### src/rtl/instr_decode_reg.sv
// Decode/latch stage ahead of control_unit: registers a one-hot opcode and the operand field,
// and holds the branch-condition flag register.
module instr_decode_reg #(
  parameter int INSTR_W = 32,
  parameter int OPC_W   = 5,
  parameter int NUM_OPS = 27,
  parameter int FLAG_W  = 4,
  parameter int CNT_W   = 16
) (
  input  logic                     clk,
  input  logic                     rst_n,
  input  logic                     instr_valid,
  output logic                     instr_ready,
  input  logic [INSTR_W-1:0]       instr_in,
  input  logic                     stall,
  input  logic                     flush,
  input  logic                     flag_we,
  input  logic [FLAG_W-1:0]        flag_in,
  output logic                     dec_valid,
  output logic [NUM_OPS-1:0]       opcode_onehot,
  output logic [INSTR_W-OPC_W-1:0] operand_out,
  output logic                     illegal_op,
  output logic [FLAG_W-1:0]        break_flag,
  output logic [CNT_W-1:0]         dec_count
);

  localparam int OPR_W = INSTR_W - OPC_W;

  // Handshake: a word transfers on a rising edge where instr_valid & instr_ready & !flush.
  // instr_ready never looks at instr_valid, and a flush cycle swallows any offered word.
  logic             accept;
  logic [OPC_W-1:0] opc;
  logic             opc_legal;
  logic [NUM_OPS-1:0] onehot_d;

  assign opc         = instr_in[INSTR_W-1 -: OPC_W];
  assign instr_ready = !dec_valid || !stall;
  assign accept      = instr_valid && instr_ready && !flush;

  // Comparator-per-bit decode keeps the index in range; illegal opcodes yield all-zero.
  always_comb begin
    onehot_d  = '0;
    opc_legal = 1'b0;
    for (int i = 0; i < NUM_OPS; i++) begin
      if (opc == OPC_W'(i)) begin
        onehot_d[i] = 1'b1;
        opc_legal   = 1'b1;
      end
    end
  end

  // Flags update on their own enable so a branch accepted on the same edge sees the new value.
  always_ff @(posedge clk or negedge rst_n) begin
    if (!rst_n) begin
      break_flag <= '0;
    end else if (flag_we) begin
      break_flag <= flag_in;
    end
  end

  always_ff @(posedge clk or negedge rst_n) begin
    if (!rst_n) begin
      dec_valid     <= 1'b0;
      opcode_onehot <= '0;
      operand_out   <= '0;
      illegal_op    <= 1'b0;
      dec_count     <= '0;
    end else if (flush) begin
      dec_valid     <= 1'b0;
      opcode_onehot <= '0;
      illegal_op    <= 1'b0;
    end else if (accept) begin
      dec_valid     <= 1'b1;
      opcode_onehot <= onehot_d;
      operand_out   <= instr_in[OPR_W-1:0];
      illegal_op    <= !opc_legal;
      dec_count     <= dec_count + CNT_W'(1);
    end else if (!stall) begin
      // Drain: operand_out is left alone, it is only meaningful while dec_valid=1.
      dec_valid     <= 1'b0;
      opcode_onehot <= '0;
      illegal_op    <= 1'b0;
    end
  end

endmodule
### config.mk
export PLATFORM = sky130hd
export DESIGN_NAME = instr_decode_reg
export DESIGN_NICKNAME = d
export VERILOG_FILES = /design/src/rtl/instr_decode_reg.sv
export SDC_FILE = /design/constraint.sdc
export NUM_CORES = 1
export LEC_CHECK = 0
export CORE_ASPECT_RATIO = 2
export CORE_MARGIN = 8
export CORE_UTILIZATION = 31
export CTS_CLUSTER_SIZE = 12
export DETAILED_ROUTE_END_ITERATION = 10
export HOLD_SLACK_MARGIN = 0.1
export SKIP_CTS_REPAIR_TIMING = 1
export SYNTH_ARGS = -nofsm -noshare
export SYNTH_HDL_FRONTEND = slang
export SYNTH_SLANG_ARGS = --single-unit
export TNS_END_PERCENT = 100
### constraint.sdc
create_clock -name clk -period 2.1 [get_ports clk]
set_input_delay 0.315 -clock clk [delete_from_list [all_inputs] [get_ports clk]]
set_output_delay 0.315 -clock clk [all_outputs]
set_load 0.02 [all_outputs]
==> metrics list, run 1 <==
* Number of cell rows: 52
- The die covers 13700 µm².
- Final worst hold slack: 0.470 ns
- Power per standard cell area: 897 nW/µm²
- Critical setup path kind: in -> out
- Number of cells in the finished layout apart from fillers: 546
* IO Port Bufs: 118
- Portion of the post-synthesis area used by sequential elements: 0.609
- Average wire length per cell after detail routing: 15.4 µm
- Between clock sinks in the finished design, the worst skew comes to 0.00688 ns.
- Final net count: 449
- Dividing the final minimum period by the clock period gives 0.905.
- For this run, the total global-route usage over all layers was measured as 0.130.
- The first routing iteration left 66 violations.
* EDFF count, synth: 0
- Transition time at the pin with the least slew margin: 0.603 ns
- Highest achievable clock rate: 526 MHz
- Once detailed placement completed, the half-perimeter wirelength came to 6070 µm.
- Net count of the mapped netlist: 322
* Area of all placed cells without fillers: 4830 µm²
* Maximum count of clock buffers along a single path: 2
* Final estimated routing congestion in global placement: 0.720
- Largest net degree at the start of global routing: 47
- Number of hold violations in the final report: 0
- After synthesis the netlist holds a flip-flop and latch count of 76.
* Final antenna-violating net count: 0
- Element type at the critical path start: input pin
- In this design, the critical path's most frequently occurring cell is sky130_fd_sc_hd__clkdlybuf4s50_1.
* Commonest non-fill, non-tap cell in the layout: sky130_fd_sc_hd__clkdlybuf4s50_1
- In this run the worst path has a maximum fanout of 4.
- The via count of the first global-routing pass is 2584.
* Static leakage: 2.16 nW
* Initial antenna violation count: 0
* Setup TNS: 0 ns
* Number of levels the H-tree was split into: 3
- Shortest period the worst path allows: 1.90 ns
* I/O Pins: 119
- The largest individual stage delay along the critical path comes from the cell sky130_fd_sc_hd__clkdlybuf4s50_1.
- Maximum single-stage delay on the critical path: 0.63 ns
* Total congestion overflow after global routing: 0
- For this run, design rule violations remaining after detail routing come to 0.
* Clock input transition at the sequential cells of the worst setup and hold paths: 0.05 ns
- Final setup fails: 0
- The max-slew violation total from the final report was 0.
* Main synth FF type: sky130_fd_sc_hd__dfrtp_1
- For this configuration, the core starts out at a cell density of 0.314.
* Arrival time reported for the critical path endpoint: 1.59 ns
- Core box area: 9950 µm²
- Commonest cells after routing, fill and taps aside: 117 x sky130_fd_sc_hd__clkdlybuf4s50_1, 106 x sky130_fd_sc_hd__nand2_1, 76 x sky130_fd_sc_hd__dfrtp_1, 13 x sky130_fd_sc_hd__xnor2_1, 12 x sky130_fd_sc_hd__a22o_1
- The area growth from synthesis to layout is 54.6%.
* Die Height: 158 µm
* Synthesized area: 3120 µm²
- Ratio of cells with drive above 1 in the final layout: 0.0973
- The Yosys step of the flow raised 0 warnings.
- RSZ-0062 raised after global routing: false
* TritonCTS clock tree: yes
- DIE WIDTH: 87.0 µm
- Across the run, the number of max-cap violations was 0.
- After technology mapping, the gate count stands at 279.
- The number of clock buffers added by TritonCTS is 9.
- Master cell of the clock root buffer: sky130_fd_sc_hd__clkbuf_16
* Final antenna diode count: 0
- Length of the first detailed-routing pass in iterations: 4
- The run finished with clean final reports.
- CTS saw 76 sinks.
- Worst-case vdd ir drop: 0.000441 V
- Routed via count divided by cell count: 4.43
- A synthesized cell averages 11.2 µm².
- Proportion of register bits with asynchronous set or reset after synthesis: 1.00
- Total number of vias: 2421
- First-pass GRT wire length: 13700 µm
* Largest cells by area after synthesis: sky130_fd_sc_hd__dfrtp_1 61%, sky130_fd_sc_hd__nand2_1 13%, sky130_fd_sc_hd__xnor2_1 3.6%, sky130_fd_sc_hd__a22o_1 3.4%, sky130_fd_sc_hd__nor3_4 2.1%
- Share of the synthesized area in the top cell type: 0.609
* Slew margin rel.: 0.598
* Worst Path Required: 1.78 ns
- Crit path capture type: output pin
- Min-Delay Path Class: reg -> reg
- In this run, distinct cell masters in the synthesized netlist total 33.
- Including well taps, the total number of placed cells is 529.
* Most area-hungry cell type in the Yosys netlist: sky130_fd_sc_hd__dfrtp_1
- Clk_lat worst skew: 0.33 ns
- Instance area at placement: 4470 µm²
- The critical path goes through clkdlybuf4s50_1, nand2_1, clkdlybuf4s50_1.
- Wires add up to 8400 µm.
report_power, final:
| part | switching (mW) | internal (mW) | total, mW |
|---|---|---|---|
| registers | 0.130 | 1.60 | 1.73 |
| clock network | 0.584 | 1.19 | 1.78 |
| logic | 0.421 | 0.404 | 0.826 |
| total | 1.14 | 3.20 | 4.33 |
flip-flops by register name (all words and copies together) (netlist names):
| register | count |
|---|---|
| illegal_op | 1 |
| operand_out | 27 |
| opcode_onehot | 27 |
| dec_valid | 1 |
| dec_count | 16 |
| break_flag | 4 |
final cells by class:
| class | count | area (µm²) |
|---|---|---|
| multi-input cells | 191 | 1120 |
| flip-flops and latches | 76 | 1900 |
| inverters | 2 | 7.51 |
| well taps | 135 | 169 |
| clock buffers | 10 | 239 |
| repair buffers | 126 | 1280 |
| clock inverters | 6 | 111 |
| fillers | 908 | 5130 |
kinds of logic after synthesis:
| family | Yosys count | share of synthesized area |
|---|---|---|
| fa+ha+maj | 1 | 0.00401 |
| compound gates | 30 | 0.0713 |
| buf+inv | 12 | 0.0320 |
| flops | 76 | 0.609 |
| simple gates | 141 | 0.227 |
| mux | 4 | 0.0144 |
| xor+xnor | 15 | 0.0421 |
final timing paths:
kind	cells past startpoint	to	from	slack (ns)
max reg2reg	5	dec_count[8]	dec_count[0]	0.57
max	3	instr_ready	stall	0.20
min	2	operand_out[19]	operand_out[19]	0.47
max in group asynchronous	3	opcode_onehot[17]	rst_n	0.97
min in group asynchronous	2	operand_out[15]	rst_n	0.55
min reg2reg	2	operand_out[19]	operand_out[19]	0.47
synthesized netlist by cell type (2+ instances only):
| cell type | number |
|---|---|
| sky130_fd_sc_hd__buf_4 | 5 |
| sky130_fd_sc_hd__dfrtp_1 | 76 |
| sky130_fd_sc_hd__nand3_1 | 7 |
| sky130_fd_sc_hd__inv_1 | 2 |
| sky130_fd_sc_hd__a32o_1 | 4 |
| sky130_fd_sc_hd__nor3_4 | 4 |
| sky130_fd_sc_hd__nand4_1 | 5 |
| sky130_fd_sc_hd__nor2b_1 | 3 |
| sky130_fd_sc_hd__o21ai_0 | 11 |
| sky130_fd_sc_hd__nor2_1 | 4 |
| sky130_fd_sc_hd__nand2_1 | 106 |
| sky130_fd_sc_hd__nand2b_1 | 3 |
| sky130_fd_sc_hd__xor2_1 | 2 |
| sky130_fd_sc_hd__xnor2_1 | 13 |
| sky130_fd_sc_hd__nor4b_4 | 2 |
| sky130_fd_sc_hd__a22o_1 | 12 |
| sky130_fd_sc_hd__mux2_2 | 4 |
routing by layer:
metal	share of wire	wire (µm)	up-vias	track usage
met5	0	0	-	0
met4	0.018	152	0	0.0579
met3	0.097	811	12	0.0541
met2	0.41	3420	106	0.180
met1	0.48	4030	1117	0.170
li1	-	-	1186	-
critical path: cells and delay by family:
kind,cells,cell delay [ns]
buf+inv,2,1.10
simple gates,1,0.17
stage by stage:
step                power [mW]  setup WS (ns)  utilization
floorplan                 2.12          0.574            -
global placement          2.59          0.152        0.449
detailed placement        2.60          0.108        0.449
CTS                       4.40          0.183        0.484
global route              4.54          0.147        0.485
finish                    4.33          0.199        0.485
(Power assumes the default switching activity.)
==> run 2: changes to the inputs <==
--- a/config.mk
+++ b/config.mk
@@ -8,6 +8,7 @@
 export CORE_ASPECT_RATIO = 2
 export CORE_MARGIN = 8
 export CORE_UTILIZATION = 31
+export CTS_CLUSTER_DIAMETER = 40
 export CTS_CLUSTER_SIZE = 12
 export DETAILED_ROUTE_END_ITERATION = 10
 export HOLD_SLACK_MARGIN = 0.1
==> results of run 2 <==
Final layout, timing and power as in run 1 (identical DEF).
==> RTL change 1 (config.mk and constraints of run 2) <==
The parameter `INSTR_W` goes from 32 to 64.
--- a/src/rtl/instr_decode_reg.sv
+++ b/src/rtl/instr_decode_reg.sv
@@ -3,3 +3,3 @@
 module instr_decode_reg #(
-  parameter int INSTR_W = 32,
+  parameter int INSTR_W = 64,
   parameter int OPC_W   = 5,
Interface: changed (resized instr_in and operand_out); port bits go from 119 to 183. The function was not compared with the original's and may differ.
==> RTL change 1 against run 2 <==
Area after synthesis rose by 36%. Die area rose by 31%. Cell count rose by 41%. Global-route usage rose by 2.7 points. Sequential cell count grew 32. Routed wire length rose by 61%. Setup slack worse by 0.073 ns. Count of clock-buffer cells in the layout rose by 1. Design area grew 38%. Fmax down 3.7%. Synthesized cell count up 49%. Power grew 26%. Non-clock buffer count up 71.
==> RTL change 1: results (changes against run 2) <==
r2r_start: "dec_valid"  # was dec_count[0]
drive_gt1_share_pct: 7.34  # was 9.73%
hold_violations: 0  # unchanged
r2r_cells: 4  # was 5
reg_top3: "operand_out x59, opcode_onehot x27, dec_count x16"  # was opcode_onehot x27, operand_out x27, dec_count x16
tightestPinTransition_ns: 0.496  # was 0.603 ns
met2WireLength_mm: 7.68  # was 3.42 mm
root_buffer: "clkbuf_16"  # unchanged
slowest_delay_ns: 0.66  # was 0.63 ns
port_buffers: 182  # was 118
dp_slack_ns: -0.00801  # was 0.108 ns
cp_slowest_cell: "clkdlybuf4s50_1"  # unchanged
top_layer: "met4"  # unchanged
cts_buffers: 9  # unchanged
track_usage_pct: 15.7  # was 13.0%
reg2reg_to: "opcode_onehot[12]"  # was dec_count[8]
grt_max_degree: 42  # was 47
wl_met3_um: 644  # was 811 µm
insertion_delay_ns: 0.35  # was 0.33 ns
ir_drop_mv: 0.422  # was 0.441 mV
synth.most_common_cell: "nand2_1"  # unchanged
reg2reg_slack_ns: 0.37  # was 0.57 ns
routabilityCongestion: 0.795  # was 0.720
wl_met1_mm: 4.84  # was 4.03 mm
grt_pass1_vias: 3872  # was 2584
synth.net_count: 492  # was 322
synthMuxAreaShare_pct: 1.06  # was 1.44%
nets: 683  # was 449
synthDistinctLibCells: 33  # unchanged
leakage_nw: 3.11  # was 2.16 nW
dpl_cell_area_um2: 6340  # was 4470 µm²
route.vias.total: 3541  # was 2421
synth_compound_area_share_pct: 5.24  # was 7.13%
skew_ns: 0.00693  # was 0.00688 ns
status: "complete, no violations"  # unchanged
synth_flop_cell: "dfrtp_1"  # unchanged
path_max_fanout: 5  # was 4
yosysSeqAreaShare_pct: 63.6  # was 60.9%
min_path_type: "in2async"  # was reg2reg
cp_top_family: "buffers and inverters"  # unchanged
htreeDepth: 3  # unchanged
ys_top_cells_by_area: "dfrtp_1, nand2_1, a22o_1, xnor2_1, buf_2"  # was dfrtp_1, nand2_1, xnor2_1, a22o_1, nor3_4
synthTopCellsByCount: "nand2_1, dfrtp_1, buf_2, a22o_1, o21ai_0"  # was nand2_1, dfrtp_1, xnor2_1, a22o_1, o21ai_0
dpl.hpwl_mm: 10.6  # was 6.07 mm
clk_pin_slew_ns: 0.08  # was 0.05 ns
p_sw_w: 0.00164  # was 0.00114 W
grt_antenna_before_repair: 1  # was 0
synth-xor-area-share_pct: 3.09  # was 4.21%
grt_pass1_wl_mm: 21.8  # was 13.7 mm
synthAdderAreaFrac_pct: 0.295  # was 0.401%
worstSetupStartpointType: "flip-flop"  # was primary input
drt-initial-drc-count: 143  # was 66
yosysWarnings: 0  # unchanged
wire_per_inst_um: 17.6  # was 15.4 µm
synthArstFlopShare_pct: 100  # unchanged
cp-endpoint: "instr_ready"  # unchanged
worstPathArrival_ns: 1.66  # was 1.59 ns
RTL change 1: changes by cell type after synthesis, sizes merged, moves of 2 or more:
cell | before | now
nor4 | 0 | 2
nand2 | 106 | 201
buf | 9 | 16
xor2 | 2 | 6
dfrtp | 76 | 108
inv | 2 | 4
nand4 | 5 | 2
nor3 | 5 | 8
xnor2 | 13 | 9
RTL change 1: cell families (layout without fill, tap and decap cells):
logic type	after synthesis	count (layout)
AND/OR/NAND/NOR	238	238
flip-flops	108	108
AO/OA/AOI/OAI	30	30
buffers and inverters	21	217
XOR/XNOR	15	15
multiplexers	4	4
adder cells (fa/ha/maj)	1	1
other	0	1
RTL change 1: power groups by stage:
stage	sequential (W)	combinational, W	clock (W)
floorplan	0.00278	0.000301	0
global placement	0.00251	0.00138	0
detailed placement	0.00251	0.00140	0
CTS	0.00248	0.00141	0.00168
global route	0.00251	0.00150	0.00175
finish	0.00247	0.00138	0.00163
RTL change 1: metrics by stage:
step           power (W)  util, %  hold slack [ns]  instances   TNS, ns
3_5_place_dp     0.00391     47.2            0.282        751  -0.00801
3_3_place_gp     0.00389     47.2            0.277        751         0
2_1_floorplan    0.00308        -           0.0194        417         0
5_1_grt          0.00575     49.4            0.489        769         0
4_1_cts          0.00556     49.3          -0.0906        767         0
6_report         0.00548     49.4            0.453        769         0
RTL change 1: per-layer routing:
metal,GRT usage (%),vias up
li1,-,1722
met1,15.5,1709
met2,29.2,94
met3,4.10,16
met4,7.24,0
met5,0,-
RTL change 1: final cells by class:
cell class,count,area [µm²]
Clock buffer,11,253
Multi-Input combinational cell,288,1450
Sequential cell,108,2700
Antenna cell,1,2.50
Clock inverter,5,36.3
Timing Repair Buffer,197,1980
Inverter,4,15.0
Fill cell,1242,6800
Tap cell,155,194
==> RTL change 2 (config.mk and constraints of run 2) <==
Without the edit above. Reset style: synchronous (`rst_n`), changed in 2 clocked blocks.
--- a/src/rtl/instr_decode_reg.sv
+++ b/src/rtl/instr_decode_reg.sv
@@ -52,3 +52,3 @@
   // Flags update on their own enable so a branch accepted on the same edge sees the new value.
-  always_ff @(posedge clk or negedge rst_n) begin
+  always_ff @(posedge clk) begin
     if (!rst_n) begin
@@ -60,3 +60,3 @@
 
-  always_ff @(posedge clk or negedge rst_n) begin
+  always_ff @(posedge clk) begin
     if (!rst_n) begin
Formal check against the unedited RTL: differs if rst_n is asserted again (counterexample within 4 cycles, from zero or initial values and one cycle with rst_n low); with rst_n held inactive, the same outputs for 10 cycles.
==> RTL change 2 against run 2 <==
Fmax decreased by 4.9%. Synthesized cell count increased by 18%. Routed wire length increased by 11%. Via count increased by 15%. Setup slack got worse by 0.098 ns. Sequential cell count unchanged. Global-route usage increased by 1.7 points. Area after synthesis decreased by 8.0%. Design area decreased by 3.9%. Critical path type unchanged. Critical endpoint unchanged. Largest cell class unchanged.
Power is not compared: it rests on default switching activity, and its combinational part moved more than twofold at a synthesized area within 25%.
==> RTL change 2: results (changes against run 2) <==
status: "complete, no violations"  # unchanged
r2r_cells: 4  # was 5
synth-xor-area-share_pct: 2.13  # was 4.21%
wirelength_mm: 9.33  # was 8.40 mm
worstPathArrival_ns: 1.68  # was 1.59 ns
ys_top_cells_by_area: "dfxtp_1, nand2_1, a21oi_1, a22oi_1, nor2_1"  # was dfrtp_1, nand2_1, xnor2_1, a22o_1, nor3_4
drive_gt1_share_pct: 9.48  # was 9.73%
dpl_cell_area_um2: 4310  # was 4470 µm²
synth_top_area_share_pct: 53.0  # was 60.9%
synthAdderAreaFrac_pct: 0.436  # was 0.401%
nets: 502  # was 449
routabilityCongestion: 0.836  # was 0.720
synthMuxAreaShare_pct: 1.74  # was 1.44%
reg2reg_to: "dec_count[13]"  # was dec_count[8]
grt_pass1_wl_mm: 14.9  # was 13.7 mm
skew_ns: 0.00378  # was 0.00688 ns
dp_slack_ns: 0.0383  # was 0.108 ns
fillers: 844  # was 908
hold_end: "operand_out[17]"  # was operand_out[19]
worstHoldStart: "operand_out[17]"  # was operand_out[19]
synthTopCellsByCount: "dfxtp_1, nand2_1, a21oi_1, nor2_1"  # was nand2_1, dfrtp_1, xnor2_1, a22o_1, o21ai_0
track_usage_pct: 14.7  # was 13.0%
synth.net_count: 372  # was 322
synthDistinctLibCells: 35  # was 33
routed_via_density: 4.93  # was 4.43
synthArstFlopShare_pct: 0  # was 100%
RTL change 2: cell types whose count changed after synthesis, moves of 8 or more:
cell,change
a21oi_1,+34
a22o_1,-8
a22oi_1,+19
clkbuf_1,+18
dfrtp_1,-76
dfxtp_1,+76
nand2_1,-41
nor2_1,+31
nor4_1,+8
o21ai_0,-8
xnor2_1,-8
RTL change 2: through the flow:
step | cells | hold slack (ns)
after floorplan | 329 | 0.433
after global placement | 550 | 0.442
after detailed placement | 550 | 0.447
after CTS | 566 | 0.455
after global routing | 566 | 0.480
final | 566 | 0.452
RTL change 2: area by class of cell:
class                      instances  area share (%)
sequential                        76            32.8
timing repair buffer             142            30.1
multi-input combinational        227            26.9
clock buffer                      11            5.45
tap                              102            2.75
clock inverter                     5            1.78
inverter                           3           0.243
RTL change 2: worst max-delay path by stage:
| stage | start | end | slack, ns | depth (start not counted) |
|---|---|---|---|---|
| final | stall | instr_ready | 0.10 | 4 |
| after global routing | stall | instr_ready | 0.06 | 4 |
| after CTS | stall | instr_ready | 0.10 | 4 |
| after detailed placement | stall | dec_count[13] | 0.04 | 5 |
| after global placement | stall | dec_count[13] | 0.03 | 5 |
| after floorplan | dec_count[0] | dec_count[13] | 0.36 | 5 |
RTL change 2: power by group:
group	switching, W	leakage [nW]	internal, W	total [W]
clock	0.000594	0.166	0.00111	0.00170
sequential	0.0000173	0.616	0.00148	0.00149
combinational	0.000177	0.865	0.000183	0.000360
RTL change 2: routing by layer:
layer / vias up / global-route usage (%) / wire length [µm]
li1: 1403 / - / -
met1: 1279 / 13.3 / 3320
met2: 99 / 27.7 / 5240
met3: 12 / 4.23 / 514
met4: 0 / 7.79 / 257
met5: - / 0 / 0
RTL change 2: critical path: cells and delay by family:
kind / cells / cell delay (ns)
buffers and inverters: 3 / 1.17
and+or+nand+nor: 1 / 0.20
